`src/rtl/cpu_pkg.sv`:
```
// cpu_pkg: shared RV32M divider encodings, state type and constants
package cpu_pkg;
  localparam int XLEN_RV32 = 32;
  localparam logic [1:0] DIV_OP_DIV = 2'b00;
  localparam logic [1:0] DIV_OP_DIVU = 2'b01;
  localparam logic [1:0] DIV_OP_REM = 2'b10;
  localparam logic [1:0] DIV_OP_REMU = 2'b11;
  localparam int DIV_ITERS = XLEN_RV32;
  localparam logic [XLEN_RV32-1:0] DIV_ZERO_Q = '1;
  localparam logic [XLEN_RV32-1:0] DIV_OVF_DIVIDEND = {1'b1, {(XLEN_RV32-1){1'b0}}};
  localparam logic [XLEN_RV32-1:0] DIV_OVF_DIVISOR = '1;
  localparam logic [XLEN_RV32-1:0] DIV_OVF_Q = DIV_OVF_DIVIDEND;
  typedef enum logic [1:0] {IDLE, RUN, FIX, DONE} div_state_t;
endpackage

```
`src/rtl/seq_divider_div_step.sv`:
```
// div_step: one combinational radix-2 restoring step (shift in dividend bit, trial subtract)
module div_step #(
  parameter int XLEN = 32
) (
  input  logic [XLEN:0]   rem,
  input  logic [XLEN-1:0] dvs,
  input  logic            msb,
  output logic [XLEN:0]   rem_nxt,
  output logic            q
);
  logic [XLEN+1:0] shifted, diff;
  // top bit of diff is the borrow; keep the difference only when it did not go negative
  always_comb begin
    shifted = {rem, msb};
    diff = shifted - {2'b00, dvs};
    q = ~diff[XLEN+1];
    rem_nxt = q ? diff[XLEN:0] : shifted[XLEN:0];
  end
endmodule

```
`src/rtl/seq_divider.sv`:
```
// seq_divider: multi-cycle RV32M DIV/DIVU/REM/REMU; optional early-out via DIV_EARLY_OUT_EN
module seq_divider
  import cpu_pkg::*;
#(
  parameter int XLEN = DIV_ITERS
) (
  input  logic            clk,
  input  logic            nrst,
  input  logic            start,
  input  logic [1:0]      op,
  input  logic [XLEN-1:0] opA,
  input  logic [XLEN-1:0] opB,
  input  logic            kill,
  output logic            div_running,
  output logic            done,
  output logic [XLEN-1:0] result
);
  localparam int CW = $clog2(XLEN) + 1;
  localparam logic [XLEN-1:0] ALL1 = '1;
  localparam logic [XLEN-1:0] MIN = {1'b1, {(XLEN-1){1'b0}}};
  div_state_t state, state_n;
  logic [CW-1:0] cnt;
  logic [XLEN:0] rem, rem_n;
  logic [XLEN-1:0] quo, dvs, abs_a, abs_b, fast_res, fix_res;
  logic is_rem_r, neg_q, neg_r, q_bit;
  logic sgn, neg_a, neg_b, accept, by_zero, ovf, early, fast, last;
  div_step #(.XLEN(XLEN)) u_step (
    .rem(rem),
    .dvs(dvs),
    .msb(quo[XLEN-1]),
    .rem_nxt(rem_n),
    .q(q_bit)
  );
  // operand magnitudes, fast-path detection and handshake outputs
  always_comb begin
    sgn = (op == DIV_OP_DIV) || (op == DIV_OP_REM);
    neg_a = sgn & opA[XLEN-1];
    neg_b = sgn & opB[XLEN-1];
    abs_a = neg_a ? -opA : opA;
    abs_b = neg_b ? -opB : opB;
    by_zero = opB == '0;
    ovf = sgn && opA == MIN && opB == ALL1;
`ifdef DIV_EARLY_OUT_EN
    early = abs_b > abs_a;
`else
    early = 1'b0;
`endif
    fast = by_zero | ovf | early;
    fast_res = op[1] ? ((by_zero | early) ? opA : '0) : (by_zero ? ALL1 : ovf ? MIN : '0);
    accept = state == IDLE && start && !kill;
    last = cnt == CW'(XLEN - 1);
    div_running = nrst && !kill && (accept || state == RUN || state == FIX);
    done = state == DONE && !kill;
    fix_res = is_rem_r ? (neg_r ? -rem[XLEN-1:0] : rem[XLEN-1:0]) : (neg_q ? -quo : quo);
    state_n = kill ? IDLE :
              state == IDLE ? (start ? (fast ? DONE : RUN) : IDLE) :
              state == RUN ? (last ? FIX : RUN) :
              state == FIX ? DONE : IDLE;
  end
  // state register
  always_ff @(posedge clk or negedge nrst) begin
    if (!nrst) state <= IDLE;
    else state <= state_n;
  end
  // datapath: latch on accept, one quotient bit per RUN cycle, sign fix-up in FIX
  always_ff @(posedge clk or negedge nrst) begin
    if (!nrst) begin
      cnt <= '0;
      rem <= '0;
      quo <= '0;
      dvs <= '0;
      is_rem_r <= 1'b0;
      neg_q <= 1'b0;
      neg_r <= 1'b0;
      result <= '0;
    end else if (!kill) begin
      if (accept) begin
        is_rem_r <= op[1];
        neg_q <= neg_a ^ neg_b;
        neg_r <= neg_a;
        rem <= '0;
        quo <= abs_a;
        dvs <= abs_b;
        cnt <= '0;
        if (fast) result <= fast_res;
      end else if (state == RUN) begin
        rem <= rem_n;
        quo <= {quo[XLEN-2:0], q_bit};
        cnt <= cnt + 1'b1;
      end else if (state == FIX) result <= fix_res;
    end
  end
endmodule

```
`config.mk`:
```
export PLATFORM = sky130hd
export DESIGN_NAME = seq_divider
export DESIGN_NICKNAME = d
export VERILOG_FILES = /design/src/rtl/cpu_pkg.sv /design/src/rtl/seq_divider_div_step.sv /design/src/rtl/seq_divider.sv
export SDC_FILE = /design/constraint.sdc
export NUM_CORES = 1
export LEC_CHECK = 0
export BUFFER_PORTS_ARGS = -buffer_cell sky130_fd_sc_hd__buf_4
export CORE_MARGIN = 5
export CORE_UTILIZATION = 61
export CTS_BUF_LIST = sky130_fd_sc_hd__clkbuf_8
export DETAILED_ROUTE_END_ITERATION = 6
export HOLD_SLACK_MARGIN = 0.02
export PLACE_DENSITY = 0.88
export SETUP_SLACK_MARGIN = 0.5
export SKIP_CTS_REPAIR_TIMING = 1
export SYNTH_ARGS = -nofsm -noshare
export SYNTH_HDL_FRONTEND = slang
export SYNTH_SLANG_ARGS = --single-unit
export TNS_END_PERCENT = 100
```
`constraint.sdc`:
```
create_clock -name clk -period 5 [get_ports clk]
set_input_delay 0.25 -clock clk [delete_from_list [all_inputs] [get_ports clk]]
set_output_delay 0.25 -clock clk [all_outputs]
set_load 0.01 [all_outputs]
```
==> results.sh, run 1 <==
export IMPL_wl_per_cell_um=18.0
export IMPL_cell_internal_pwr_mw=2.85
export IMPL_synthesis_area_um2=10800
export IMPL_finalSetupTns_ps=0
export IMPL_vdd_drop_max_uv=223
export IMPL_hpwlAfterDp_mm=21.7
export IMPL_combPwrFrac_pct=44.6
export IMPL_layout_cells_most_common_list="sky130_fd_sc_hd__nand2_1, sky130_fd_sc_hd__o21ai_0, sky130_fd_sc_hd__dfrtp_1"
export IMPL_placement_cell_area_um2=11700
export IMPL_layout_cell_area_non_filler_um2=12100
export IMPL_first_global_vias=10075
export IMPL_count_of_fill_cells_added_during_filler_insertion=1361
export IMPL_worst_setup_path_start_kind="register"
export IMPL_vias=10621
export IMPL_routability_congestion=0.947
export IMPL_firstDrtPassIters=6
export IMPL_critical_path_arrival_ps=4330
export IMPL_power_switching_fraction_pct=41.1
export IMPL_post_synth_cell_area_avg_um2=7.99
export IMPL_grt_overflow_total=0
export IMPL_flow_area_growth_from_synthesis_pct=12.4
export IMPL_count_of_pins_on_the_block_boundary=104
export IMPL_synth_top_flop_cell="sky130_fd_sc_hd__dfrtp_1"
export IMPL_total_of_flip_flops_plus_latches_after_synthesis=140
export IMPL_slew_headroom_pct=25.5
export IMPL_die_width_um=143
export IMPL_switchingPower_mw=1.99
export IMPL_achievable_frequency_mhz=252
export IMPL_post_detailed_route_count_of_antenna_violating_nets=0
export IMPL_postSynthCellCount=1352
export IMPL_finalSetupViolations=0
export IMPL_post_route_period_util_pct=79.3
export IMPL_tritoncts_num_buffers=17
export IMPL_critPathKind="register to register"
export IMPL_sequential_share_of_power_pct=33.3
export IMPL_r2r_cells=12
export IMPL_share_of_async_settable_or_async_resettable_flops_after_synthesis_pct=100
export IMPL_layout_area_seq_um2=3500
export IMPL_crit_path_start="rem[25]$_DFFE_PN0P_"
export IMPL_yosysUniqueCellTypes=73
export IMPL_die_area_um2=20500
export IMPL_area_occupied_by_multi_input_gates_um2=6820
export IMPL_grt_use_total_pct=29.3
export IMPL_worst_r2r_endpoint="rem[29]$_DFFE_PN0P_"
export IMPL_timing_critical_path_required_ps=5370
export IMPL_run_status="finished, final reports clean"
export IMPL_critical_path_max_fanout=12
export IMPL_clkPwrFrac_pct=22.1
export IMPL_cts_htree_levels=4
export IMPL_drive_above_1_share_pct=12.1
export IMPL_placement_io_buffers=103
export IMPL_number_of_enable_flip_flop_cells_after_synthesis=0
export IMPL_routed_wl_mm=29.7
export IMPL_timing_max_transition_violations_final=0
export IMPL_design_core_area_um2=17400
export IMPL_max_cap_viol_count=0
export IMPL_global_route_wire_length_before_repair_mm=48.9
export IMPL_worst_setup_path_end_kind="register"
export IMPL_tightestPinTransition_ps=1110
export IMPL_report_final_hold_viol_count=0
export IMPL_period_minus_slack_ps=3960
export IMPL_endpoint="rem[29]$_DFFE_PN0P_"
export IMPL_placement_rows=48
export IMPL_vias_per_cell=6.44
export IMPL_initial_antenna_violation_count=0
export IMPL_cellPowerDensity_nw_per_um2=398
export IMPL_clkSinkCount=140
export IMPL_clock_skew_ps=11.6
export IMPL_ys_warn_count=0
export IMPL_count_of_antenna_diodes_in_the_layout=0
export IMPL_clkSlewWorstSetupHoldPaths_ps=80
export IMPL_seq_area_frac_synth_pct=32.4
export IMPL_final_nets=1520
export IMPL_timing_rr_start="rem[25]$_DFFE_PN0P_"
export IMPL_cellLeakagePower_nw=5.22
export IMPL_grt_setup_unrepaired="no"
export IMPL_clock_tree_from_tritoncts="built"
export IMPL_hold_class="input pin to register"
export IMPL_mostFrequentLayoutCell="sky130_fd_sc_hd__nand2_1"
export IMPL_grt_start_max_net_pins=84
export IMPL_effective_utilization_at_floorplan_pct=62.2
export IMPL_worstSkewPairLatency_ps=480
export IMPL_ctsLongestPathBuffers=2
export IMPL_setup_reg_to_reg_worst_slack_ps=1040
export IMPL_clock_root_buffer="sky130_fd_sc_hd__clkbuf_8"
export IMPL_die_y_um=143
export IMPL_drt_initial_drc_count=1162
export IMPL_route_detailed_drc=0
export IMPL_synth_net_count=1461
==> final cells by class <==
type / instances / area share [%]
clock buffer: 19 / 2.15
sequential: 140 / 28.9
multi-input combinational: 1083 / 56.1
clock inverter: 13 / 1.63
inverter: 51 / 1.58
tap: 225 / 2.32
timing repair buffer: 118 / 7.35
==> metrics by stage <==
stage          hold WS, ps  total power [mW]  util, %  setup WS [ps]  cells
2_1_floorplan        -45.6              3.12        -           2080   1352
3_3_place_gp           262              3.63     67.3           1210   1616
3_5_place_dp           269              3.71     67.3           1110   1616
4_1_cts               -237              4.78     69.9           1110   1648
5_1_grt               25.2              5.14     70.0            771   1649
6_report              22.1              4.83     70.0           1040   1649
==> metal layers <==
layer	GRT usage (%)	wire, µm	vias up
li1	-	-	4985
met1	38.5	12200	4974
met2	47.7	13900	575
met3	6.23	2730	87
met4	11.3	881	0
met5	0	0	-
==> power by group through the flow <==
| stage | Clock (mW) | Combinational, mW | Sequential (mW) |
|---|---|---|---|
| floorplan | 0 | 1.59 | 1.52 |
| global placement | 0 | 2.03 | 1.60 |
| detailed placement | 0 | 2.09 | 1.62 |
| CTS | 1.07 | 2.12 | 1.60 |
| global route | 1.12 | 2.38 | 1.64 |
| finish | 1.07 | 2.16 | 1.61 |
==> flip-flops by register name, summed over array words and instances (netlist names) <==
name,cells
neg_q,1
rem,33
cnt,6
neg_r,1
state,2
dvs,32
result,32
quo,32
is_rem_r,1
==> cell families (layout without fill, tap and decap cells) <==
group,count (synthesis),count (layout),share of synthesized area [%]
and+or+nand+nor,445,445,19.6
AOI/OAI and AO/OA,429,429,24.6
xor gates and xnor gates,147,147,11.9
DFF,140,140,32.4
buffers and inverters,129,201,4.64
adders and majority gates,39,39,4.59
muxes,23,23,2.15
==> worst max-delay path: stages, from the launching register on <==
cell and delay, ps:
sky130_fd_sc_hd__dfrtp_1 480, sky130_fd_sc_hd__ha_1 450, sky130_fd_sc_hd__and4_1 270, sky130_fd_sc_hd__and3_1 230, sky130_fd_sc_hd__a21oi_1 90, sky130_fd_sc_hd__o221ai_1 410, sky130_fd_sc_hd__mux2i_1 320, sky130_fd_sc_hd__o31ai_1 110
sky130_fd_sc_hd__buf_4 170, sky130_fd_sc_hd__nor2_2 440, sky130_fd_sc_hd__buf_4 340, sky130_fd_sc_hd__nand2_1 270, sky130_fd_sc_hd__o221ai_1 270
==> worst min path at each step <==
| stage | cells after the start | start | end |
|---|---|---|---|
| final | 2 | kill | state[0]$_DFF_PN0_ |
| after global routing | 2 | kill | state[0]$_DFF_PN0_ |
| after CTS | 1 | nrst | result[8]$_DFFE_PN0P_ |
| after detailed placement | 1 | nrst | result[8]$_DFFE_PN0P_ |
| after global placement | 1 | nrst | result[7]$_DFFE_PN0P_ |
| after floorplan | 0 | nrst | cnt[0]$_DFFE_PN0P_ |
==> cell usage after synthesis, drive strengths merged (4+ instances only) <==
master | instances | area, µm²
a211oi | 4 | 30.0
a21o | 20 | 150
a21oi | 78 | 390
a22oi | 7 | 52.6
a31oi | 53 | 332
a32oi | 7 | 61.3
and2 | 4 | 25.0
and3 | 11 | 68.8
buf | 15 | 73.8
clkbuf | 63 | 236
dfrtp | 140 | 3500
ha | 38 | 475
inv | 51 | 191
mux2i | 21 | 210
nand2 | 181 | 679
nand2b | 15 | 93.8
nand3 | 15 | 75.1
nand4 | 19 | 119
nor2 | 105 | 394
nor2b | 7 | 43.8
nor3 | 23 | 131
nor3b | 4 | 30.0
nor4 | 6 | 58.8
o211ai | 20 | 155
o21a | 5 | 37.5
o21ai | 160 | 801
o221ai | 4 | 35.0
o31a | 4 | 35.0
o31ai | 23 | 173
o41ai | 16 | 159
or2 | 10 | 62.6
or3 | 20 | 135
or4 | 14 | 109
xnor2 | 88 | 771
xor2 | 59 | 517
Note: power is estimated with default switching activity, not from simulation.
==> inputs of run 2 (changes only) <==
Clock period 5 ns to 4 ns, I/O delays scaled along.
==> run 2 against run 1 <==
The flow now finishes with violations (DRC). Register-to-register slack got worse by 380 ps. Setup slack worse by 380 ps. Via count is 0.29% lower. Maximum frequency grew 19%. Critical path depth fell by 1. Non-clock buffer count increased by 13. Critical path type unchanged. Highest routed layer unchanged.
==> results.sh, run 2 (synthesis results as in run 1) <==
export IMPL_design_core_area_um2=17400
export IMPL_grt_use_total_pct=29.9
export IMPL_clkSlewWorstSetupHoldPaths_ps=80
export IMPL_dp_cells=1624
export IMPL_clock_root_buffer="sky130_fd_sc_hd__clkbuf_8"
export IMPL_clkSinkCount=140
export IMPL_worst_hold_depth=2
export IMPL_achievable_frequency_mhz=299
export IMPL_max_cap_viol_count=0
export IMPL_cts_htree_levels=4
export IMPL_clock_skew_ps=9.04
export IMPL_finish_cell_count_without_fillers=1662
export IMPL_r2r_cells=11
export IMPL_finalSetupViolations=0
export IMPL_drt_initial_drc_count=1044
export IMPL_layout_area_seq_um2=3500
export IMPL_vias=10590
export IMPL_tightestPinTransition_ps=1250
export IMPL_report_final_hold_viol_count=0
export IMPL_slew_headroom_pct=16.6
export IMPL_count_of_antenna_diodes_in_the_layout=0
export IMPL_timing_critical_path_required_ps=4290
export IMPL_post_route_period_util_pct=83.6
export IMPL_critical_path_arrival_ps=3640
export IMPL_grt_start_max_net_pins=90
export IMPL_routability_congestion=0.928
export IMPL_ctsLongestPathBuffers=2
export IMPL_effective_utilization_at_floorplan_pct=62.2
export IMPL_period_minus_slack_ps=3340
export IMPL_placement_io_buffers=103
export IMPL_failing_checks="DRC"
export IMPL_timing_max_transition_violations_final=0
export IMPL_initial_antenna_violation_count=0
export IMPL_finalSetupTns_ps=0
export IMPL_placement_rows=48
export IMPL_grt_overflow_total=0
export IMPL_hpwlAfterDp_mm=22.1
export IMPL_tritoncts_num_buffers=17
export IMPL_firstDrtPassIters=7
export IMPL_global_route_wire_length_before_repair_mm=49.6
export IMPL_vias_per_cell=6.37
export IMPL_first_global_vias=10044
export IMPL_worst_setup_path_start_kind="register"
export IMPL_final_nets=1533
export IMPL_route_detailed_drc=12
export IMPL_grt_setup_unrepaired="yes"
export IMPL_wl_per_cell_um=18.3
export IMPL_worstSkewPairLatency_ps=470
export IMPL_largest_reg_flops=33
export IMPL_critical_path_max_fanout=14
export IMPL_cellLeakagePower_nw=5.31
export IMPL_die_area_um2=20500
export IMPL_worst_setup_path_end_kind="register"
export IMPL_area_occupied_by_multi_input_gates_um2=6880
export IMPL_die_width_um=143
export IMPL_setup_slack_ps=657
export IMPL_flow_area_growth_from_synthesis_pct=13.7
export IMPL_count_of_fill_cells_added_during_filler_insertion=1383
export IMPL_critPathKind="register to register"
export IMPL_post_detailed_route_count_of_antenna_violating_nets=0
export IMPL_detailedPlace_worstSlack_ps=434
export IMPL_drive_above_1_share_pct=13.2
export IMPL_largest_register="rem"
export IMPL_hold_class="input pin to register"
export IMPL_routed_wl_mm=30.5
export IMPL_mostFrequentLayoutCell="sky130_fd_sc_hd__nand2_1"
export IMPL_count_of_pins_on_the_block_boundary=104
export IMPL_clock_tree_from_tritoncts="built"
export IMPL_vdd_drop_max_uv=286
export IMPL_layout_cells_most_common_list="sky130_fd_sc_hd__nand2_1, sky130_fd_sc_hd__o21ai_0, sky130_fd_sc_hd__dfrtp_1"
export IMPL_die_y_um=143
export IMPL_run_status="complete, but fails checks"
export IMPL_worst_hold_margin_ps=27.4
export IMPL_cellPowerDensity_nw_per_um2=490
[run 2: final timing paths]
path	endpoint	startpoint	slack, ps
max	rem[13]$_DFFE_PN0P_	rem[25]$_DFFE_PN0P_	660
min	neg_q$_DFFE_PN0P_	op[0]	30
max reg2reg	rem[13]$_DFFE_PN0P_	rem[25]$_DFFE_PN0P_	660
min reg2reg	dvs[11]$_DFFE_PN0P_	dvs[11]$_DFFE_PN0P_	480
max in group asynchronous	quo[19]$_DFFE_PN0P_	nrst	2710
min in group asynchronous	quo[8]$_DFFE_PN0P_	nrst	350
[run 2: metrics by stage]
stage	cell area [µm²]	power [mW]	util, %
6_report	12300	6.01	70.7
4_1_cts	12200	5.89	70.1
3_3_place_gp	11700	4.58	67.7
2_1_floorplan	10800	3.90	-
5_1_grt	12300	6.40	70.7
3_5_place_dp	11700	4.65	67.7
[run 2: layout make-up]
type / instances / share of cell area, %
well taps: 225 / 2.29
inverters: 51 / 1.56
flip-flops and latches: 140 / 28.5
multi-input cells: 1083 / 56.0
repair buffers: 131 / 8.23
clock inverters: 11 / 1.02
clock buffers: 21 / 2.35
[run 2: per-layer routing]
| metal | global-route usage, % | up-vias | wire, µm |
|---|---|---|---|
| li1 | - | 5007 | - |
| met1 | 39.7 | 4971 | 12700 |
| met2 | 48.1 | 527 | 14200 |
| met3 | 6.53 | 85 | 2670 |
| met4 | 11.2 | 0 | 904 |
| met5 | 0 | - | 0 |
[run 2: report_power, final]
| group | total (mW) | leakage [nW] | internal [mW] | switching, mW |
|---|---|---|---|---|
| registers | 2.02 | 1.80 | 1.65 | 0.371 |
| clock network | 1.23 | 0.230 | 0.670 | 0.560 |
| logic | 2.76 | 3.28 | 1.17 | 1.59 |
[run 2: critical path: stages, from the launching register on]
cell and delay, ps:
sky130_fd_sc_hd__dfrtp_1 470, sky130_fd_sc_hd__ha_1 440, sky130_fd_sc_hd__and4_1 280, sky130_fd_sc_hd__and3_1 230, sky130_fd_sc_hd__a21oi_1 120, sky130_fd_sc_hd__o221ai_4 300, sky130_fd_sc_hd__mux2i_2 330, sky130_fd_sc_hd__o31ai_4 150
sky130_fd_sc_hd__nor2_2 270, sky130_fd_sc_hd__buf_6 260, sky130_fd_sc_hd__mux2i_1 230, sky130_fd_sc_hd__o21ai_0 100
